### src/rtl/plot_writer.sv
// Queues pixel plots from an animation front end and writes them to frame memory,
// with a whole-frame fill (clear) that takes priority over queued pixels.
module plot_writer #(
    parameter int unsigned DEPTH    = 8,
    parameter int unsigned SCREEN_W = 160,
    parameter int unsigned SCREEN_H = 120
) (
    input  logic        clock,
    input  logic        resetn,
    input  logic [7:0]  iX,
    input  logic [6:0]  iY,
    input  logic [8:0]  iColour,
    input  logic        iPlot,
    input  logic        iClear,
    input  logic [8:0]  iClearColour,
    input  logic        iMemReady,
    output logic [14:0] oAddr,
    output logic [8:0]  oData,
    output logic        oWren,
    output logic        oBusy,
    output logic        oOverflow,
    output logic [7:0]  oDropCount,
    output logic [1:0]  dbg_state
);

    localparam int unsigned PW = (DEPTH > 1) ? $clog2(DEPTH) : 1;
    localparam int unsigned CW = PW + 1;
    localparam logic [CW-1:0] FULL  = CW'(DEPTH);
    localparam logic [CW-1:0] ONE   = CW'(1);
    localparam logic [14:0]   W15   = 15'(SCREEN_W);
    localparam logic [14:0]   LAST  = 15'(SCREEN_W * SCREEN_H - 1);

    typedef enum logic [1:0] {
        IDLE  = 2'd0,
        DRAIN = 2'd1,
        CLEAR = 2'd2
    } state_t;

    state_t state;

    logic [23:0]   mem [DEPTH];
    logic [PW-1:0] wr_ptr;
    logic [PW-1:0] rd_ptr;
    logic [CW-1:0] count;

    logic          pending;
    logic [8:0]    pend_colour;

    logic          in_range;
    logic [14:0]   plot_addr;
    logic          push;
    logic          done;
    logic          pop;
    logic [23:0]   head;
    logic [23:0]   next_head;
    logic          clear_req;
    logic [8:0]    clear_colour;

    // Write handshake: oWren is valid, iMemReady is ready. oAddr/oData/oWren are
    // held unchanged until a cycle with both high, which is when the write completes.
    assign done = oWren & iMemReady;

    assign in_range  = (32'(iX) < SCREEN_W) && (32'(iY) < SCREEN_H);
    assign plot_addr = 15'(iY) * W15 + 15'(iX);
    assign push      = iPlot & in_range & (count != FULL);

    // The entry being written stays in the FIFO until its write completes, so the
    // in-flight pixel counts against FIFO capacity.
    assign pop       = (state == DRAIN) & done;
    assign head      = mem[rd_ptr];
    assign next_head = mem[rd_ptr + PW'(1)];

    assign clear_req    = pending | iClear;
    assign clear_colour = pending ? pend_colour : iClearColour;

    assign oBusy     = (state == CLEAR) | (count != '0) | oWren;
    assign dbg_state = state;

    always_ff @(posedge clock) begin
        if (push) begin
            mem[wr_ptr] <= {plot_addr, iColour};
        end
    end

    always_ff @(posedge clock or negedge resetn) begin
        if (!resetn) begin
            wr_ptr <= '0;
            rd_ptr <= '0;
            count  <= '0;
        end else begin
            if (push) begin
                wr_ptr <= wr_ptr + PW'(1);
            end
            if (pop) begin
                rd_ptr <= rd_ptr + PW'(1);
            end
            count <= count + CW'(push) - CW'(pop);
        end
    end

    always_ff @(posedge clock or negedge resetn) begin
        if (!resetn) begin
            oOverflow  <= 1'b0;
            oDropCount <= '0;
        end else begin
            if (iPlot && in_range && count == FULL) begin
                oOverflow <= 1'b1;
            end
            if (iPlot && !in_range && oDropCount != 8'hFF) begin
                oDropCount <= oDropCount + 8'd1;
            end
        end
    end

    // During CLEAR the fill address and colour live directly in oAddr/oData.
    always_ff @(posedge clock or negedge resetn) begin
        if (!resetn) begin
            state       <= IDLE;
            oWren       <= 1'b0;
            oAddr       <= '0;
            oData       <= '0;
            pending     <= 1'b0;
            pend_colour <= '0;
        end else begin
            case (state)
                IDLE: begin
                    if (iClear) begin
                        state <= CLEAR;
                        oWren <= 1'b1;
                        oAddr <= '0;
                        oData <= iClearColour;
                    end else if (count != '0) begin
                        state          <= DRAIN;
                        oWren          <= 1'b1;
                        {oAddr, oData} <= head;
                    end
                end
                DRAIN: begin
                    if (done) begin
                        if (clear_req) begin
                            state   <= CLEAR;
                            oAddr   <= '0;
                            oData   <= clear_colour;
                            pending <= 1'b0;
                        end else if (count > ONE) begin
                            {oAddr, oData} <= next_head;
                        end else begin
                            state <= IDLE;
                            oWren <= 1'b0;
                        end
                    end else if (iClear && !pending) begin
                        pending     <= 1'b1;
                        pend_colour <= iClearColour;
                    end
                end
                CLEAR: begin
                    if (done) begin
                        if (oAddr == LAST) begin
                            state <= IDLE;
                            oWren <= 1'b0;
                        end else begin
                            oAddr <= oAddr + 15'd1;
                        end
                    end
                end
                default: begin
                    state <= IDLE;
                    oWren <= 1'b0;
                end
            endcase
        end
    end

endmodule

### config.mk
export PLATFORM = sky130hd
export DESIGN_NAME = plot_writer
export DESIGN_NICKNAME = d
export VERILOG_FILES = /design/src/rtl/plot_writer.sv
export SDC_FILE = /design/constraint.sdc
export NUM_CORES = 1
export LEC_CHECK = 0
export ABC_AREA = 1
export CORE_MARGIN = 3
export CORE_UTILIZATION = 25
export CTS_BUF_LIST = sky130_fd_sc_hd__clkbuf_8
export DETAILED_ROUTE_END_ITERATION = 10
export GPL_ROUTABILITY_DRIVEN = 0
export HOLD_SLACK_MARGIN = 0.06
export SLEW_MARGIN = 20
export SYNTH_ARGS = -nofsm -noshare
export SYNTH_HDL_FRONTEND = slang
export SYNTH_SLANG_ARGS = --single-unit
### constraint.sdc
create_clock -name clock -period 4.4 [get_ports clock]
set_input_delay 0.88 -clock clock [delete_from_list [all_inputs] [get_ports clock]]
set_output_delay 0.88 -clock clock [all_outputs]
set_load 0.01 [all_outputs]
==> out/qor.yml <==
clocking:
  worstSkewPairLatency_ns: 0.57
  h-tree-depth: 2
  cts_num_sinks: 248
  path_clk_slew_ns: 0.07
  holdBufCountCts: 0
  numCtsBuffers: 42
  cts_root_buffer: "clkbuf_8"
  cts-resized-gates: 0
  post-cts-setup-buffer-count: 0
  clockBufferDepth: 3
  cts_tree: "done"
setup_path:
  path_cells: "inv_1, ha_1, clkinv_1, nand2_1, clkdlybuf4s50_1"
  max_stage_delay_ns: 0.56
  crit_required_ns: 3.52
  rr_endpoint: "count[2]"
  crit_slowest_cell: "clkdlybuf4s50_1"
  worstReg2RegStart: "dbg_state[1]"
  critical_path.top_delay_family: "buffers and inverters"
  worstSetupEndpointType: "primary output"
  setup.worst_path.start_class: "register"
  worstRegToRegCells: 9
  worstSetupPathType: "reg2out"
  crit_arrival_ns: 2.76
  reg2reg_slack_ns: 1.29
  cp_num_buf_inv: 3
  worstPathMaxFanout: 12
timing:
  hold_slack_ns: 0.431
  min_period_ns: 3.64
  hold_viol_final: 0
  rsz0062_at_grt: "false"
  slew_violations: 0
  worst_pin_slew_ns: 1.07
  finalCritPeriodShare_pct: 82.8
  max_clock_freq_mhz: 275
  setup_viol: 0
  slew_headroom_pct: 28.7
  skew_ns: 0.0285
  setup_tns_ns: 0
detailed_routing:
  wl_um: 38800
  drc: 0
  ant_nets: 0
  viasPerCell: 4.63
  via_count: 11458
  drt_first_pass_iters: 5
  wl_per_cell_um: 15.7
  drt_iter0_drc: 1057
run_status:
  status: "completed"
synthesis:
  synth.yosys.seq_area_share_pct: 51.7
  syn_area_um2: 13900
  syn-num-nets: 1711
  ys_types: 44
  synth_compound_area_share_pct: 8.46
  synth_cells: 1644
  synthSimpleGateAreaFrac_pct: 26.5
  synth_warnings: 0
  yosys.area_share.adder_pct: 2.78
  avgSynthCellArea_um2: 8.43
  synth-xor-area-share_pct: 1.38
  yosys-mux-area-fraction_pct: 0
  synth-seq-cells: 248
  synth_top_family_by_area: "simple AND/OR/NAND/NOR gates"
placed_design:
  dp_hpwl_um: 25700
  portBuffers: 74
layout:
  drive_above_1_share_pct: 7.89
  utilization_pct: 29.8
  num_antenna_cells: 0
  syn2layout_area_growth_pct: 17.1
  nets: 1769
pwr:
  finalPower_uw: 11100
  ir_drop_v: 0.000735
  p_leak_uw: 0.00680
  power.density_nw_per_um2: 685
die:
  die_h_um: 241
  start_util_pct: 25.5
  io_pins: 75
  num_rows: 85
  die_w_um: 241
  die_area_um2: 58300
  fp.coreArea_um2: 54300
global_routing:
  grtUsageTotal_pct: 13.1
  antenna_found_initial: 0
  grt_max_degree: 246
  grt.overflow.total: 0
  grt_pass1_vias: 10979
  grt_pass1_wl_um: 60500
min_path:
  hp-class: "in2async"
run:
  drv_cap: 0
metal layers:
| metal | share of wire (%) | GRT usage, % | vias to the layer above |
|---|---|---|---|
| li1 | - | - | 5565 |
| met1 | 45 | 17.8 | 5444 |
| met2 | 47 | 21.4 | 366 |
| met3 | 5.9 | 2.00 | 83 |
| met4 | 2.7 | 4.64 | 0 |
| met5 | 0 | 0 | - |
cells in the final DEF, fill, tap and decap left out, types with 2 or more instances in the layout:
master,n
clkinv_2,9
nand3_1,252
inv_1,205
nand4_1,9
a21oi_1,57
nand3_4,3
fa_1,3
a21oi_2,8
ha_1,25
edfxtp_1,192
clkinv_1,16
a211oi_1,9
or2_2,2
o211ai_1,50
nor2_4,3
clkbuf_8,45
o21ai_0,63
nor2_2,11
bufinv_16,6
inv_2,7
xor2_1,12
dfrtp_1,54
nor2_1,97
clkdlybuf4s50_1,73
nand3b_1,2
nand2_1,466
nand2_2,4
buf_4,25
xnor2_1,7
worst register-to-register path: stages, from the launching register on:
cell     delay (ns)
dfrtp_1        0.41
inv_1          0.11
ha_1           0.57
inv_1          0.48
nor2_1         0.44
ha_1           0.19
inv_1          0.04
ha_1           0.20
fa_1           0.39
xor2_1         0.17
kinds of logic after synthesis:
| group | after synthesis |
|---|---|
| compound gates | 194 |
| simple gates | 854 |
| flops | 248 |
| fa+ha+maj | 29 |
| xor+xnor | 21 |
| buf+inv | 298 |
registers in the layout (all words and copies together) (netlist names):
| name | cells |
|---|---|
| mem | 192 |
| oData | 9 |
| pend_colour | 9 |
| count | 4 |
| dbg_state | 2 |
| oDropCount | 8 |
| oWren | 1 |
| oOverflow | 1 |
| oAddr | 15 |
| pending | 1 |
| wr_ptr | 3 |
| rd_ptr | 3 |
layout make-up:
type	instances	area [um^2]
sequential	248	7170
tap	739	925
clock buffer	45	619
fill	5662	38100
multi-input combinational	1098	5470
clock inverter	33	295
timing repair buffer	100	943
inverter	212	800
per-stage QoR:
step | setup slack [ns] | instance area [um^2] | cells
after CTS | 0.725 | 16200 | 2475
after floorplan | 1.30 | 13900 | 1644
after global placement | 0.612 | 15300 | 2397
after global routing | 0.644 | 16200 | 2475
after detailed placement | 0.593 | 15300 | 2397
final | 0.759 | 16200 | 2475
where the power goes:
group | internal, uW | switching [uW]
clock network | 1300 | 955
registers | 3010 | 355
logic | 1840 | 3650
synth_stat cells (all sizes together):
cell type,count,share of area (%)
nand3,256,9.6
nand3b,2,0.11
ha,26,2.3
clkbuf,23,0.63
a21o,1,0.054
or2,2,0.090
nand4,9,0.41
nor3,3,0.23
o211ai,50,2.7
and3,1,0.045
nor2,111,3.2
inv,210,5.7
o21bai,1,0.054
clkinv,2,0.054
o21ai,64,2.3
nand2,470,13
dfrtp,56,10
xnor2,8,0.51
fa,3,0.43
a21boi,1,0.054
a211oi,9,0.49
xor2,13,0.88
a21oi,66,2.7
a31o,1,0.063
o22ai,1,0.045
buf,63,2.8
edfxtp,192,42
worst max-delay path by stage:
stage,slack (ns),start,cells after the start,end
after global routing,0.64,dbg_state[0],5,oBusy
final,0.76,dbg_state[0],5,oBusy
after detailed placement,0.59,iY[1],9,mem[1][22]
after CTS,0.73,dbg_state[0],5,oBusy
after global placement,0.61,iY[1],9,mem[0][22]
after floorplan,1.30,iX[6],6,mem[0][0]
Power figures use the tool's default switching activity.
